## src/rtl/i2s_sample_tx.sv

```systemverilog
// Avalon-MM fed stereo PCM FIFO drained one sample pair per frame onto a Philips I2S bus.
// Latency: push visible in STATUS next cycle; readdata 1 cycle after avs_read; frame pop at b 63->0 or enable.
// Backpressure: none on Avalon; DATA writes into a full FIFO are dropped and flag the sticky overflow bit.
module i2s_sample_tx #(
    parameter int FIFO_DEPTH = 64,
    parameter int SCLK_DIV   = 16
) (
    input  logic        clk_clk,
    input  logic        reset_reset_n,
    input  logic [1:0]  avs_address,
    input  logic        avs_write,
    input  logic [31:0] avs_writedata,
    input  logic        avs_read,
    output logic [31:0] avs_readdata,
    output logic        i2s_sclk,
    output logic        i2s_lrclk,
    output logic        i2s_dout,
    output logic        irq
);

    localparam int         AW      = $clog2(FIFO_DEPTH);
    localparam logic [8:0] DEPTH_L = 9'(FIFO_DEPTH);
    localparam logic [8:0] HALF_L  = 9'(FIFO_DEPTH / 2);
    localparam logic [7:0] DIV_TC  = 8'(SCLK_DIV - 1);

    logic [31:0]   mem [FIFO_DEPTH];
    logic [AW-1:0] wr_ptr;
    logic [AW-1:0] rd_ptr;
    logic [8:0]    level;
    logic          empty;
    logic          full;

    logic          enable;
    logic          enable_d;
    logic          irq_en;
    logic          underrun;
    logic          overflow;

    logic [7:0]    div_cnt;
    logic [5:0]    bit_idx;
    logic [5:0]    bit_next;
    logic [31:0]   sample;
    logic          dout_next;

    logic          wr_data;
    logic          wr_ctrl;
    logic          div_tc;
    logic          sclk_fall;
    logic          frame_start;
    logic          pop;
    logic          push;
    logic [31:0]   status;

    assign empty    = (level == 9'd0);
    assign full     = (level == DEPTH_L);
    assign wr_data  = avs_write && (avs_address == 2'd0);
    assign wr_ctrl  = avs_write && (avs_address == 2'd2);
    assign div_tc   = enable && (div_cnt == DIV_TC);
    assign sclk_fall = div_tc && i2s_sclk;
    // A frame starts either on the first enabled cycle or when b wraps 63 -> 0.
    assign frame_start = enable && (!enable_d || (sclk_fall && (bit_idx == 6'd63)));
    assign pop      = frame_start && !empty;
    // A pop in the same cycle frees the slot, so a write into a full FIFO is still taken.
    assign push     = wr_data && (!full || pop);
    assign bit_next = bit_idx + 6'd1;
    assign status   = {19'd0, overflow, underrun, full, empty, level};

    // Serial data for the bit index about to start: MSB first, one bit after the lrclk change.
    always_comb begin
        dout_next = 1'b0;
        if ((bit_next >= 6'd1) && (bit_next <= 6'd16)) begin
            dout_next = sample[5'(6'd32 - bit_next)];
        end else if ((bit_next >= 6'd33) && (bit_next <= 6'd48)) begin
            dout_next = sample[5'(6'd48 - bit_next)];
        end
    end

    // FIFO storage; contents need no reset because the pointers define validity.
    always_ff @(posedge clk_clk) begin
        if (push) begin
            mem[wr_ptr] <= avs_writedata;
        end
    end

    // FIFO pointers and occupancy.
    always_ff @(posedge clk_clk) begin
        if (!reset_reset_n) begin
            wr_ptr <= '0;
            rd_ptr <= '0;
            level  <= 9'd0;
        end else begin
            if (push) wr_ptr <= wr_ptr + AW'(1);
            if (pop)  rd_ptr <= rd_ptr + AW'(1);
            if (push && !pop)      level <= level + 9'd1;
            else if (pop && !push) level <= level - 9'd1;
        end
    end

    // CONTROL register, enable edge detect and sticky error flags (clear wins over a same-cycle set).
    always_ff @(posedge clk_clk) begin
        if (!reset_reset_n) begin
            enable   <= 1'b0;
            enable_d <= 1'b0;
            irq_en   <= 1'b0;
            underrun <= 1'b0;
            overflow <= 1'b0;
        end else begin
            enable_d <= enable;
            if (wr_ctrl) begin
                enable <= avs_writedata[0];
                irq_en <= avs_writedata[1];
            end
            if (wr_ctrl && avs_writedata[2]) begin
                underrun <= 1'b0;
                overflow <= 1'b0;
            end else begin
                if (frame_start && empty)       underrun <= 1'b1;
                if (wr_data && full && !pop)    overflow <= 1'b1;
            end
        end
    end

    // Bit clock divider and frame bit counter; everything parks at 0 while disabled.
    always_ff @(posedge clk_clk) begin
        if (!reset_reset_n || !enable) begin
            div_cnt   <= 8'd0;
            bit_idx   <= 6'd0;
            i2s_sclk  <= 1'b0;
            i2s_lrclk <= 1'b0;
            i2s_dout  <= 1'b0;
        end else if (div_tc) begin
            div_cnt  <= 8'd0;
            i2s_sclk <= ~i2s_sclk;
            if (i2s_sclk) begin
                bit_idx   <= bit_next;
                i2s_lrclk <= bit_next[5];
                i2s_dout  <= dout_next;
            end
        end else begin
            div_cnt <= div_cnt + 8'd1;
        end
    end

    // Frame sample register: head of FIFO at frame start, silence on underrun.
    always_ff @(posedge clk_clk) begin
        if (!reset_reset_n) begin
            sample <= 32'd0;
        end else if (frame_start) begin
            sample <= pop ? mem[rd_ptr] : 32'd0;
        end
    end

    // Registered Avalon read mux; value holds until the next read.
    always_ff @(posedge clk_clk) begin
        if (!reset_reset_n) begin
            avs_readdata <= 32'd0;
        end else if (avs_read) begin
            case (avs_address)
                2'd1:    avs_readdata <= status;
                2'd2:    avs_readdata <= {30'd0, irq_en, enable};
                default: avs_readdata <= 32'd0;
            endcase
        end
    end

    // Level interrupt, registered so it lags level/CONTROL changes by one cycle.
    always_ff @(posedge clk_clk) begin
        if (!reset_reset_n) begin
            irq <= 1'b0;
        end else begin
            irq <= irq_en && (level <= HALF_L);
        end
    end

endmodule

```

## config.mk

```make
export PLATFORM = sky130hd
export DESIGN_NAME = i2s_sample_tx
export DESIGN_NICKNAME = d
export VERILOG_FILES = /design/src/rtl/i2s_sample_tx.sv
export SDC_FILE = /design/constraint.sdc
export NUM_CORES = 2
export LEC_CHECK = 0
export CAP_MARGIN = 20
export CORE_MARGIN = 2
export CORE_UTILIZATION = 37
export CTS_BUF_LIST = sky130_fd_sc_hd__clkbuf_4
export DETAILED_ROUTE_END_ITERATION = 7
export SYNTH_ARGS = -nofsm -noshare
export SYNTH_HDL_FRONTEND = slang
export SYNTH_SLANG_ARGS = --single-unit
```

## constraint.sdc

```tcl
create_clock -name clk_clk -period 5.3 [get_ports clk_clk]
set_input_delay 0.795 -clock clk_clk [delete_from_list [all_inputs] [get_ports clk_clk]]
set_output_delay 0.795 -clock clk_clk [all_outputs]
set_load 0.01 [all_outputs]
```

==> results.json <==
{
  "outcome": "finished, final reports clean",
  "cts_setup_buffers": 0,
  "synth_edf_count": 2048,
  "cts_max_level": 6,
  "ys_seq_area_frac": 0.768,
  "fp.dieH_um": 476,
  "fillerInstances": 19200,
  "drive_above_1_share": 0.383,
  "wl_um": 209000,
  "ios": 74,
  "syn_to_final_growth_pct": 14.9,
  "cts-root-buf": "clkbuf_4",
  "cts_hold_buf": 2,
  "start_util": 0.372,
  "crit_required_ns": 6.31,
  "clkTransAtPathRegs_ns": 0.07,
  "end_kind": "flop",
  "fin_crit_ns": 4.75,
  "syn_area_um2": 82500,
  "dpl_worst_slack_ns": 0.480,
  "routedWlPerCell_um": 27.4,
  "ir_drop_mv": 0.250,
  "p_comb_frac": 0.030,
  "rows": 173,
  "hold_class": "in -> reg",
  "grt_max_degree": 67,
  "grt.overflow.total": 0,
  "grt_pass1_vias": 42400,
  "max_slew_margin": 0.223,
  "setup_slack_ns": 0.547,
  "switching_share": 0.214,
  "fin_setup_tns_ns": 0,
  "ys_ff_latch": 2142,
  "ant_nets": 0,
  "netlist-cell-type-count": 57,
  "core-area_um2": 222000,
  "power_w": 0.0336,
  "clkLatencyLatePin_ns": 1.34,
  "drv_cap": 0,
  "grt_use_total": 0.183,
  "ys.flop_type": "edfxtp_1",
  "netlist_instances": 3647,
  "dr.pass1.iters": 5,
  "grt_pass1_wl_um": 300000,
  "seqPwrFrac": 0.553,
  "cts_tree": "yes",
  "placed_cells": 6654,
  "via_per_inst": 5.35,
  "hold_violations": 0,
  "cts_num_sinks": 2142,
  "critPathMaxFanout": 16,
  "antenna_found_initial": 16,
  "setup_viol": 0,
  "dp_hpwl_um": 117000,
  "port-buffer-count": 54,
  "clockPowerShare": 0.418,
  "die_width_um": 476,
  "avgSynthCellArea_um2": 22.6,
  "cts_resized": 0,
  "finClkSkew_ns": 0.0790,
  "stdcell_count": 7604,
  "total_leakage_power_nw": 28.9,
  "yosys_warnings": 0,
  "vias": 40700,
  "path_class": "reg -> reg",
  "synth_async_sr_flop_share": 0,
  "cts_buffers": 576,
  "worstMarginPinSlew_ns": 1.16,
  "fin_util": 0.427,
  "drcViolationCount": 0,
  "clock_path_buffers": 4,
  "startpoint_type": "flop",
  "finalCritPeriodShare": 0.897,
  "rsz0062_at_grt": "no",
  "critPathArrivalTime_ns": 5.76,
  "power_density_nw_per_um2": 355,
  "internal_power_w": 0.0264,
  "drt-initial-drc-count": 3990,
  "fmax_ghz": 0.210,
  "drv_slew": 0,
  "switchingPower_w": 0.00720,
  "nets": 4314,
  "gp_congestion": 0.828,
  "die-area_um2": 227000
}
==> metrics by stage <==
step	hold slack (ns)	instance area (um2)
2_1_floorplan	0.418	82600
3_3_place_gp	0.430	87900
3_5_place_dp	0.439	87900
4_1_cts	0.0403	94800
5_1_grt	0.0501	94800
6_report	0.141	94800
==> power by group through the flow <==
stage          clock, W  combinational [W]  sequential [W]
2_1_floorplan         0           0.000528          0.0189
3_3_place_gp          0           0.000999          0.0189
3_5_place_dp          0            0.00101          0.0189
4_1_cts          0.0144            0.00102          0.0186
5_1_grt          0.0153            0.00108          0.0186
6_report         0.0140            0.00100          0.0186
==> area by class of cell <==
type | count | area, um2 | area share
sequential | 2142 | 63400 | 0.669
multi-input combinational | 1287 | 18500 | 0.196
clock buffer | 829 | 6220 | 0.0657
tap | 2975 | 3720 | 0.0393
timing repair buffer | 237 | 2170 | 0.0229
clock inverter | 111 | 654 | 0.00690
inverter | 15 | 56.3 | 0.000594
antenna | 8 | 20.0 | 0.000211
==> cells in the mapped netlist (all sizes together), types with 15 or more instances <==
cell type / number / share of area
edfxtp: 2048 / 0.75
mux4: 604 / 0.16
buf: 142 / 0.0093
nor2: 103 / 0.0047
dfxtp: 94 / 0.023
mux2i: 84 / 0.010
clkbuf: 79 / 0.0036
nand2: 59 / 0.0027
nor2b: 57 / 0.0043
a211oi: 53 / 0.0048
a21oi: 51 / 0.0031
nand3: 31 / 0.0019
a21boi: 18 / 0.0017
o22ai: 18 / 0.0014
and2: 16 / 0.0012
ha: 16 / 0.0024
nand2b: 16 / 0.0012
inv: 15 / 0.00068
o31ai: 15 / 0.0014
==> sequential cells by signal, summed over array words and instances (netlist names), named ones only <==
signal        flops
i2s_sclk          1
wr_ptr            6
div_cnt           8
bit_idx           5
avs_readdata     13
i2s_lrclk         1
i2s_dout          1
enable            1
irq               1
overflow          1
irq_en            1
level             9
enable_d          1
underrun          1
sample           32
rd_ptr            6
mem            2048
==> routing by layer <==
metal	up-vias	track usage	wire length, um
met3	330	0.0412	15300
li1	17000	-	-
met5	-	0	27
met4	4	0.0632	5720
met2	1766	0.291	101000
met1	21600	0.247	86200
==> placed cells by master, fill, tap and decap left out, types with 5 or more instances in the layout <==
| master | instances |
|---|---|
| nand2_1 | 59 |
| nand3_1 | 31 |
| nor2_4 | 64 |
| buf_2 | 32 |
| a21boi_0 | 16 |
| xnor2_1 | 12 |
| mux4_2 | 604 |
| nor3_1 | 10 |
| bufinv_16 | 8 |
| nor2_1 | 38 |
| a21oi_1 | 51 |
| clkbuf_4 | 829 |
| o21ai_0 | 14 |
| a221o_1 | 7 |
| inv_1 | 15 |
| conb_1 | 19 |
| mux2i_1 | 84 |
| ha_1 | 16 |
| diode_2 | 8 |
| and2_1 | 15 |
| nor2b_1 | 56 |
| buf_12 | 33 |
| a211oi_1 | 53 |
| buf_4 | 148 |
| dfxtp_4 | 5 |
| and3_1 | 5 |
| xor2_1 | 13 |
| clkdlybuf4s50_1 | 22 |
| nand2b_1 | 16 |
| o221ai_1 | 12 |
| o22ai_1 | 18 |
| nand4_1 | 10 |
| edfxtp_1 | 2048 |
| inv_2 | 11 |
| clkinv_2 | 16 |
| clkinv_1 | 74 |
| mux2_2 | 8 |
| o31ai_1 | 15 |
| dfxtp_1 | 88 |
==> critical path: stages, from the launching register on <==
cell	delay [ns]
dfxtp_1	0.32
buf_4	0.27
ha_1	0.29
nand3_1	0.16
o31ai_1	0.40
a21boi_2	0.17
nor2_1	0.59
nand3_1	0.93
nor2_4	0.96
buf_4	0.31
==> worst paths after layout <==
kind                 end  slack, ns        startpoint  depth (start not counted)
max          mem[61][31]       0.55        bit_idx[0]                          9
min reg2reg   sample[31]       0.46        sample[31]                          2
min           mem[18][3]       0.14  avs_writedata[3]                          2
max reg2reg  mem[61][31]       0.55        bit_idx[0]                          9
==> cell families (layout without fill, tap and decap cells) <==
family | Yosys count | after routing | synth area share
other cells | 1 | 27 | 0.0000455
fa+ha+maj | 17 | 17 | 0.00267
buf+inv | 236 | 1192 | 0.0136
xor+xnor | 25 | 25 | 0.00265
simple gates | 328 | 328 | 0.0199
flops | 2142 | 2142 | 0.768
compound gates | 202 | 202 | 0.0166
mux | 696 | 696 | 0.176
Note: power is estimated with default switching activity, not from simulation.
